===== src/rtl/sram_if_pkg.sv =====
// Shared definitions for the Sram read-port logic: port widths, read FSM encoding
// and the transfer-length width derivation.
package sram_if_pkg;

  localparam int SRAM_DATA_WIDTH = 8;
  localparam int SRAM_ADDR_WIDTH = 8;

  // One extra bit so a full sweep of the address space is expressible as a length.
  function automatic int len_width(input int addr_width);
    return addr_width + 1;
  endfunction

  localparam int SRAM_LEN_WIDTH = len_width(SRAM_ADDR_WIDTH);

  typedef enum logic [1:0] {
    ST_IDLE  = 2'd0,
    ST_READ  = 2'd1,
    ST_DRAIN = 2'd2,
    ST_DONE  = 2'd3
  } rd_state_e;

endpackage


===== src/rtl/sram_rd_fifo2.sv =====
// Two-entry FIFO between the Sram read data and the output stream.
// head_r is the stream data register; tail_r holds the second word when full.
module sram_rd_fifo2 #(
  parameter int DATA_WIDTH = 8
) (
  input  logic                  clk,
  input  logic                  rst_n,
  input  logic                  push,
  input  logic [DATA_WIDTH-1:0] push_data,
  input  logic                  pop,
  output logic [1:0]            count,
  output logic                  out_valid,
  output logic [DATA_WIDTH-1:0] out_data
);

  logic [DATA_WIDTH-1:0] head_r;
  logic [DATA_WIDTH-1:0] tail_r;
  logic [1:0]            count_r;

  // Storage and occupancy update; the producer never pushes into a full FIFO.
  always_ff @(posedge clk or negedge rst_n) begin
    if (!rst_n) begin
      head_r  <= {DATA_WIDTH{1'b0}};
      tail_r  <= {DATA_WIDTH{1'b0}};
      count_r <= 2'd0;
    end else begin
      case (count_r)
        2'd0: begin
          if (push) begin
            head_r  <= push_data;
            count_r <= 2'd1;
          end
        end
        2'd1: begin
          if (push && pop) begin
            head_r <= push_data;
          end else if (push) begin
            tail_r  <= push_data;
            count_r <= 2'd2;
          end else if (pop) begin
            count_r <= 2'd0;
          end
        end
        2'd2: begin
          if (pop) begin
            head_r <= tail_r;
            if (push) begin
              tail_r <= push_data;
            end else begin
              count_r <= 2'd1;
            end
          end
        end
        default: begin
          count_r <= 2'd0;
        end
      endcase
    end
  end

  assign count     = count_r;
  assign out_valid = (count_r != 2'd0);
  assign out_data  = head_r;

endmodule


===== src/rtl/sram_rd_streamer.sv =====
// Sram read-port master: sweeps an address range on start and streams the words out
// as valid/ready. Optional macro SRAM_RD_STRIDE_EN adds a programmable address stride.
module sram_rd_streamer
  import sram_if_pkg::*;
#(
  parameter int DATA_WIDTH = SRAM_DATA_WIDTH,
  parameter int ADDR_WIDTH = SRAM_ADDR_WIDTH,
  parameter int LEN_WIDTH  = len_width(ADDR_WIDTH)
) (
  input  logic                  clk,
  input  logic                  rst_n,
  input  logic                  start,
  input  logic [ADDR_WIDTH-1:0] base_addr,
  input  logic [LEN_WIDTH-1:0]  length,
`ifdef SRAM_RD_STRIDE_EN
  input  logic [ADDR_WIDTH-1:0] stride,
`endif
  output logic                  busy,
  output logic                  done,
  output logic                  sram_csen,
  output logic                  sram_rd_en,
  output logic [ADDR_WIDTH-1:0] sram_rd_addr,
  input  logic [DATA_WIDTH-1:0] sram_rd_data,
  output logic                  out_valid,
  output logic [DATA_WIDTH-1:0] out_data,
  input  logic                  out_ready
);

  localparam logic [LEN_WIDTH-1:0] LEN_ZERO = {LEN_WIDTH{1'b0}};
  localparam logic [LEN_WIDTH-1:0] LEN_ONE  = {{(LEN_WIDTH-1){1'b0}}, 1'b1};

  rd_state_e             state_r;
  rd_state_e             state_nxt_s;
  logic                  busy_r;
  logic                  done_r;
  logic [LEN_WIDTH-1:0]  rem_r;
  logic [ADDR_WIDTH-1:0] nxt_addr_r;
  logic [ADDR_WIDTH-1:0] last_addr_r;
  logic [ADDR_WIDTH-1:0] step_s;
  logic                  inflight_r;
  logic                  issue_s;
  logic                  accept_s;
  logic                  pop_s;
  logic                  fifo_valid_s;
  logic [1:0]            fifo_count_s;
  logic [2:0]            occ_s;
  logic                  drain_empty_s;

`ifdef SRAM_RD_STRIDE_EN
  logic [ADDR_WIDTH-1:0] stride_r;

  // Stride is captured with the command so it cannot change mid-transfer.
  always_ff @(posedge clk or negedge rst_n) begin
    if (!rst_n) begin
      stride_r <= {ADDR_WIDTH{1'b0}};
    end else if (accept_s) begin
      stride_r <= stride;
    end
  end

  assign step_s = stride_r;
`else
  assign step_s = {{(ADDR_WIDTH-1){1'b0}}, 1'b1};
`endif

  assign accept_s = (state_r == ST_IDLE) && start;
  assign pop_s    = fifo_valid_s && out_ready;

  // Words that will occupy the FIFO next cycle if nothing new is issued.
  assign occ_s = {1'b0, fifo_count_s} + {2'b00, inflight_r} - {2'b00, pop_s};

  // Looks one cycle ahead so done follows the last handshake directly.
  assign drain_empty_s = !inflight_r &&
                         ((fifo_count_s == 2'd0) || ((fifo_count_s == 2'd1) && pop_s));

  // Next-state and read-issue decision.
  always_comb begin
    state_nxt_s = state_r;
    issue_s     = 1'b0;
    case (state_r)
      ST_IDLE: begin
        if (start) begin
          if (length == LEN_ZERO) begin
            state_nxt_s = ST_DONE;
          end else begin
            state_nxt_s = ST_READ;
          end
        end else begin
          state_nxt_s = ST_IDLE;
        end
      end
      ST_READ: begin
        issue_s = (rem_r != LEN_ZERO) && (occ_s < 3'd2);
        if (issue_s && (rem_r == LEN_ONE)) begin
          state_nxt_s = ST_DRAIN;
        end else begin
          state_nxt_s = ST_READ;
        end
      end
      ST_DRAIN: begin
        if (drain_empty_s) begin
          state_nxt_s = ST_DONE;
        end else begin
          state_nxt_s = ST_DRAIN;
        end
      end
      ST_DONE: begin
        state_nxt_s = ST_IDLE;
      end
      default: begin
        state_nxt_s = ST_IDLE;
      end
    endcase
  end

  // State register with status flags registered from the next state.
  always_ff @(posedge clk or negedge rst_n) begin
    if (!rst_n) begin
      state_r <= ST_IDLE;
      busy_r  <= 1'b0;
      done_r  <= 1'b0;
    end else begin
      state_r <= state_nxt_s;
      busy_r  <= (state_nxt_s != ST_IDLE);
      done_r  <= (state_nxt_s == ST_DONE);
    end
  end

  // Command capture, address generation and in-flight tracking.
  always_ff @(posedge clk or negedge rst_n) begin
    if (!rst_n) begin
      rem_r       <= LEN_ZERO;
      nxt_addr_r  <= {ADDR_WIDTH{1'b0}};
      last_addr_r <= {ADDR_WIDTH{1'b0}};
      inflight_r  <= 1'b0;
    end else begin
      inflight_r <= issue_s;
      if (accept_s) begin
        rem_r      <= length;
        nxt_addr_r <= base_addr;
      end else if (issue_s) begin
        rem_r       <= rem_r - LEN_ONE;
        nxt_addr_r  <= nxt_addr_r + step_s;
        last_addr_r <= nxt_addr_r;
      end
    end
  end

  sram_rd_fifo2 #(
    .DATA_WIDTH (DATA_WIDTH)
  ) u_fifo (
    .clk       (clk),
    .rst_n     (rst_n),
    .push      (inflight_r),
    .push_data (sram_rd_data),
    .pop       (pop_s),
    .count     (fifo_count_s),
    .out_valid (fifo_valid_s),
    .out_data  (out_data)
  );

  assign busy         = busy_r;
  assign done         = done_r;
  assign sram_csen    = busy_r;
  assign sram_rd_en   = issue_s;
  assign sram_rd_addr = issue_s ? nxt_addr_r : last_addr_r;
  assign out_valid    = fifo_valid_s;

endmodule


===== config.mk =====
export PLATFORM = sky130hd
export DESIGN_NAME = sram_rd_streamer
export DESIGN_NICKNAME = d
export VERILOG_FILES = /design/src/rtl/sram_if_pkg.sv /design/src/rtl/sram_rd_fifo2.sv /design/src/rtl/sram_rd_streamer.sv
export SDC_FILE = /design/constraint.sdc
export NUM_CORES = 1
export LEC_CHECK = 0
export BUFFER_PORTS_ARGS = -buffer_cell sky130_fd_sc_hd__clkbuf_2
export CAP_MARGIN = 30
export CORE_MARGIN = 5
export CORE_UTILIZATION = 40
export DETAILED_ROUTE_END_ITERATION = 8
export PLACE_DENSITY = 0.68
export SLEW_MARGIN = 15
export SYNTH_ARGS = -nofsm -noshare
export SYNTH_HDL_FRONTEND = slang
export SYNTH_SLANG_ARGS = --single-unit

===== constraint.sdc =====
create_clock -name clk -period 10.9 [get_ports clk]
set_clock_uncertainty 0.15 [all_clocks]
set_input_delay 1.635 -clock clk [delete_from_list [all_inputs] [get_ports clk]]
set_output_delay 1.635 -clock clk [all_outputs]
set_load 0.01 [all_outputs]

==> results_dict.tcl <==
set metrics [dict create \
    crit_type "primary input to output pin" \
    wire_per_inst_um 14.42 \
    initial_utilization_pct 40.85 \
    cts_buffers 5 \
    die_area_sq_um 7620 \
    worstSkewPairLatency_ns 0.30 \
    synthFlopType "dfrtp_1" \
    synthArstFlopShare_pct 100.0 \
    synth.top_cell.area_share_pct 50.26 \
    hold_viol 0 \
    cp-end-kind "output pin" \
    port_buffers 49 \
    rows 28 \
    period_needed_ns 5.807 \
    num_antenna_cells 0 \
    nets 326 \
    cp_data_arrival_time_ns 4.02 \
    internal_power_uw 537.4 \
    grt_antenna_before_repair 0 \
    vias 1966 \
    max_freq_mhz 172.2 \
    seq_power_share_pct 33.4 \
    synthTopCellsByArea "dfrtp_1 (50%), nand2_1 (5.0%), o21ai_0 (3.8%)" \
    status "complete, no violations" \
    worst-slew-pin-transition_ns 0.7671 \
    die_h_um 87.30 \
    cpPeakStageDelay_ns 0.57 \
    yosysWarnings 0 \
    synth_top_cell_by_area "dfrtp_1" \
    p_sw_uw 441.0 \
    crit_path_cell_trace "clkbuf_2, and2_0, o21ai_0, fa_1, xnor2_1, nand4b_1, or2_2, inv_4, nand2_1, nand2_1, clkbuf_2" \
    cts-root-buf "clkbuf_8" \
    maxCapViolations 0 \
    place_hpwl_mm 3.891 \
    gr-total-overflow 0 \
    ios 50 \
    design_area_sq_um 2788 \
    hold_class "register to register" \
    synth_fp_nets 277 \
    comb_power_share_pct 55.4 \
    pwr_density_cell_nw_per_um2 350.9 \
    drtPass1Iterations 4 \
    drtAntennaViolNets 0 \
    finalMaxSlewViolations 0 \
    h-tree-depth 2 \
    clk_pin_slew_ns 0.09 \
    cts_tree "yes" \
    setup_viol 0 \
    crit_fanout 37 \
    ir_drop_uv 165.3 \
    synth_cells 243 \
    slew_headroom_pct 48.52 \
    cts_resized 0 \
    cts_sinks 48 \
    clk_path_buf_depth 2 \
    die_w_um 87.30 \
    grt_pass1_wl_mm 8.949 \
    drc_errors 0 \
    ys_seq_area_share_pct 50.26 \
    startpoint_type "primary input" \
    cts_setup_buffers 0 \
    placed_cell_area_sq_um 2694 \
    rsz0062_at_grt "false" \
    gp_routability_congestion 0.7861 \
    grt_usage_pct 14.72 \
    drive_gt1_share_pct 24.91 \
    ys_seq_elements 48 \
    grt_start_max_net_pins 49 \
    area_growth_pct 16.65 \
    cp_data_required_time_ns 9.12 \
    synth.distinct_cells 44 \
    synth_area_per_cell_sq_um 9.835 \
    grt_pass1_vias 1942 \
    synth_area_sq_um 2390 \
    viasPerCell 5.342 \
    power_switching_share_pct 45.07 \
    synth_edf_count 0 \
    finalWirelength_mm 5.307 \
    crit_slowest_cell "or2_2" \
    timing.final.crit_share_pct 53.27 \
    finalSetupTns_ns 0 \
    cts_hold_buffers 0 \
    clkPwrFrac_pct 11.2 \
    design.core.area_sq_um 5851 \
    drt_iter0_markers 96 \
    p_leak_nw 1.300 \
]
==> cell usage after synthesis, drive strengths merged (3+ instances only) <==
library cell / number
o21ai: 22
xnor2: 4
dfrtp: 48
a21oi: 14
nor4: 4
mux2: 8
clkbuf: 3
or4: 3
buf: 7
nand2b: 4
mux2i: 8
ha: 4
and3: 3
nor3: 6
or2: 3
a221o: 7
nor2: 21
o22ai: 5
nor2b: 4
nand3: 5
nand2: 32
inv: 9
==> through the flow <==
step	hold slack, ns	power (mW)	cells	utilization (%)	worst slack, ns
after CTS	0.3297	0.9886	368	47.65	5.092
final	0.3248	0.9783	368	47.65	5.093
after global placement	0.3023	0.8565	358	45.79	5.178
after floorplan	0.2887	0.7382	243	-	5.413
after global routing	0.3385	1.075	368	47.65	4.819
after detailed placement	0.3081	0.8784	360	46.04	5.091
==> layer usage <==
metal	track usage [%]	up-vias	wire (um)
met4	5.439	0	61
met1	19.69	933	2385
met3	3.500	8	303
met5	0	-	0
li1	-	966	-
met2	23.15	59	2555
==> cell families after synthesis <==
group                      count (synthesis)  synth area share [%]
adders and majority gates                  5                 2.932
AOI/OAI and AO/OA                         58                 15.13
buffers and inverters                     19                 3.927
and+or+nand+nor                           93                 19.16
xor gates and xnor gates                   4                 1.466
DFF                                       48                 50.26
muxes                                     16                 7.121
==> state kept, by name, indices dropped and copies added (netlist names) <==
| signal | cells |
|---|---|
| busy | 1 |
| done | 1 |
| inflight_r | 1 |
| last_addr_r | 8 |
| nxt_addr_r | 8 |
| rem_r | 9 |
| state_r | 2 |
| u_fifo.count | 2 |
| u_fifo.out_data | 8 |
| u_fifo.tail_r | 8 |
==> final timing paths <==
path / startpoint / endpoint / slack, ns / cells past startpoint
max: out_ready / sram_rd_addr[7] / 5.09 / 11
min: last_addr_r[2]$_DFFE_PN0N_ / last_addr_r[2]$_DFFE_PN0N_ / 0.32 / 2
max reg2reg: u_fifo.count[1]$_DFFE_PN0P_ / rem_r[5]$_DFFE_PN0P_ / 7.00 / 9
min reg2reg: last_addr_r[2]$_DFFE_PN0N_ / last_addr_r[2]$_DFFE_PN0N_ / 0.32 / 2
max in group asynchronous: rst_n / rem_r[2]$_DFFE_PN0P_ / 8.91 / 2
min in group asynchronous: rst_n / u_fifo.out_data[6]$_DFFE_PN0P_ / 1.28 / 2
==> worst max-delay path, delay by kind of cell <==
kind                     cells  cell delay (ns)
AO/OA/AOI/OAI                1             0.15
XOR/XNOR                     1             0.20
adder cells (fa/ha/maj)      1             0.39
buffers and inverters        3             0.48
AND/OR/NAND/NOR              5             1.17
==> area by class of cell <==
| class | count | area (sq um) |
|---|---|---|
| clock buffers | 7 | 86.33 |
| flip-flops and latches | 48 | 1201 |
| inverters | 9 | 36.28 |
| multi-input cells | 176 | 1095 |
| fillers | 555 | 3063 |
| well taps | 75 | 93.84 |
| repair buffers | 52 | 267.8 |
| clock inverters | 1 | 7.507 |
==> power groups by stage <==
stage / registers, mW / logic (mW) / clock network [mW]
after CTS: 0.326 / 0.549 / 0.113
after global routing: 0.339 / 0.616 / 0.121
after detailed placement: 0.330 / 0.548 / 0
after global placement: 0.326 / 0.530 / 0
after floorplan: 0.319 / 0.419 / 0
final: 0.327 / 0.542 / 0.109
==> cell usage in the layout, fill, tap and decap left out, drive strengths merged, types with 2 or more instances in the layout <==
master  count
or4         3
a221o       7
a21oi      14
and3        3
nand2b      4
and2        2
or3         2
dfrtp      48
nand3       5
inv         9
ha          4
xnor2       4
o211ai      2
buf         3
o21ai      22
mux2i       8
nor4        4
nor3        6
mux2        8
nand2      32
nor2       21
clkbuf     56
o22ai       5
nor2b       4
or2         3
Note: power is estimated with default switching activity, not from simulation.
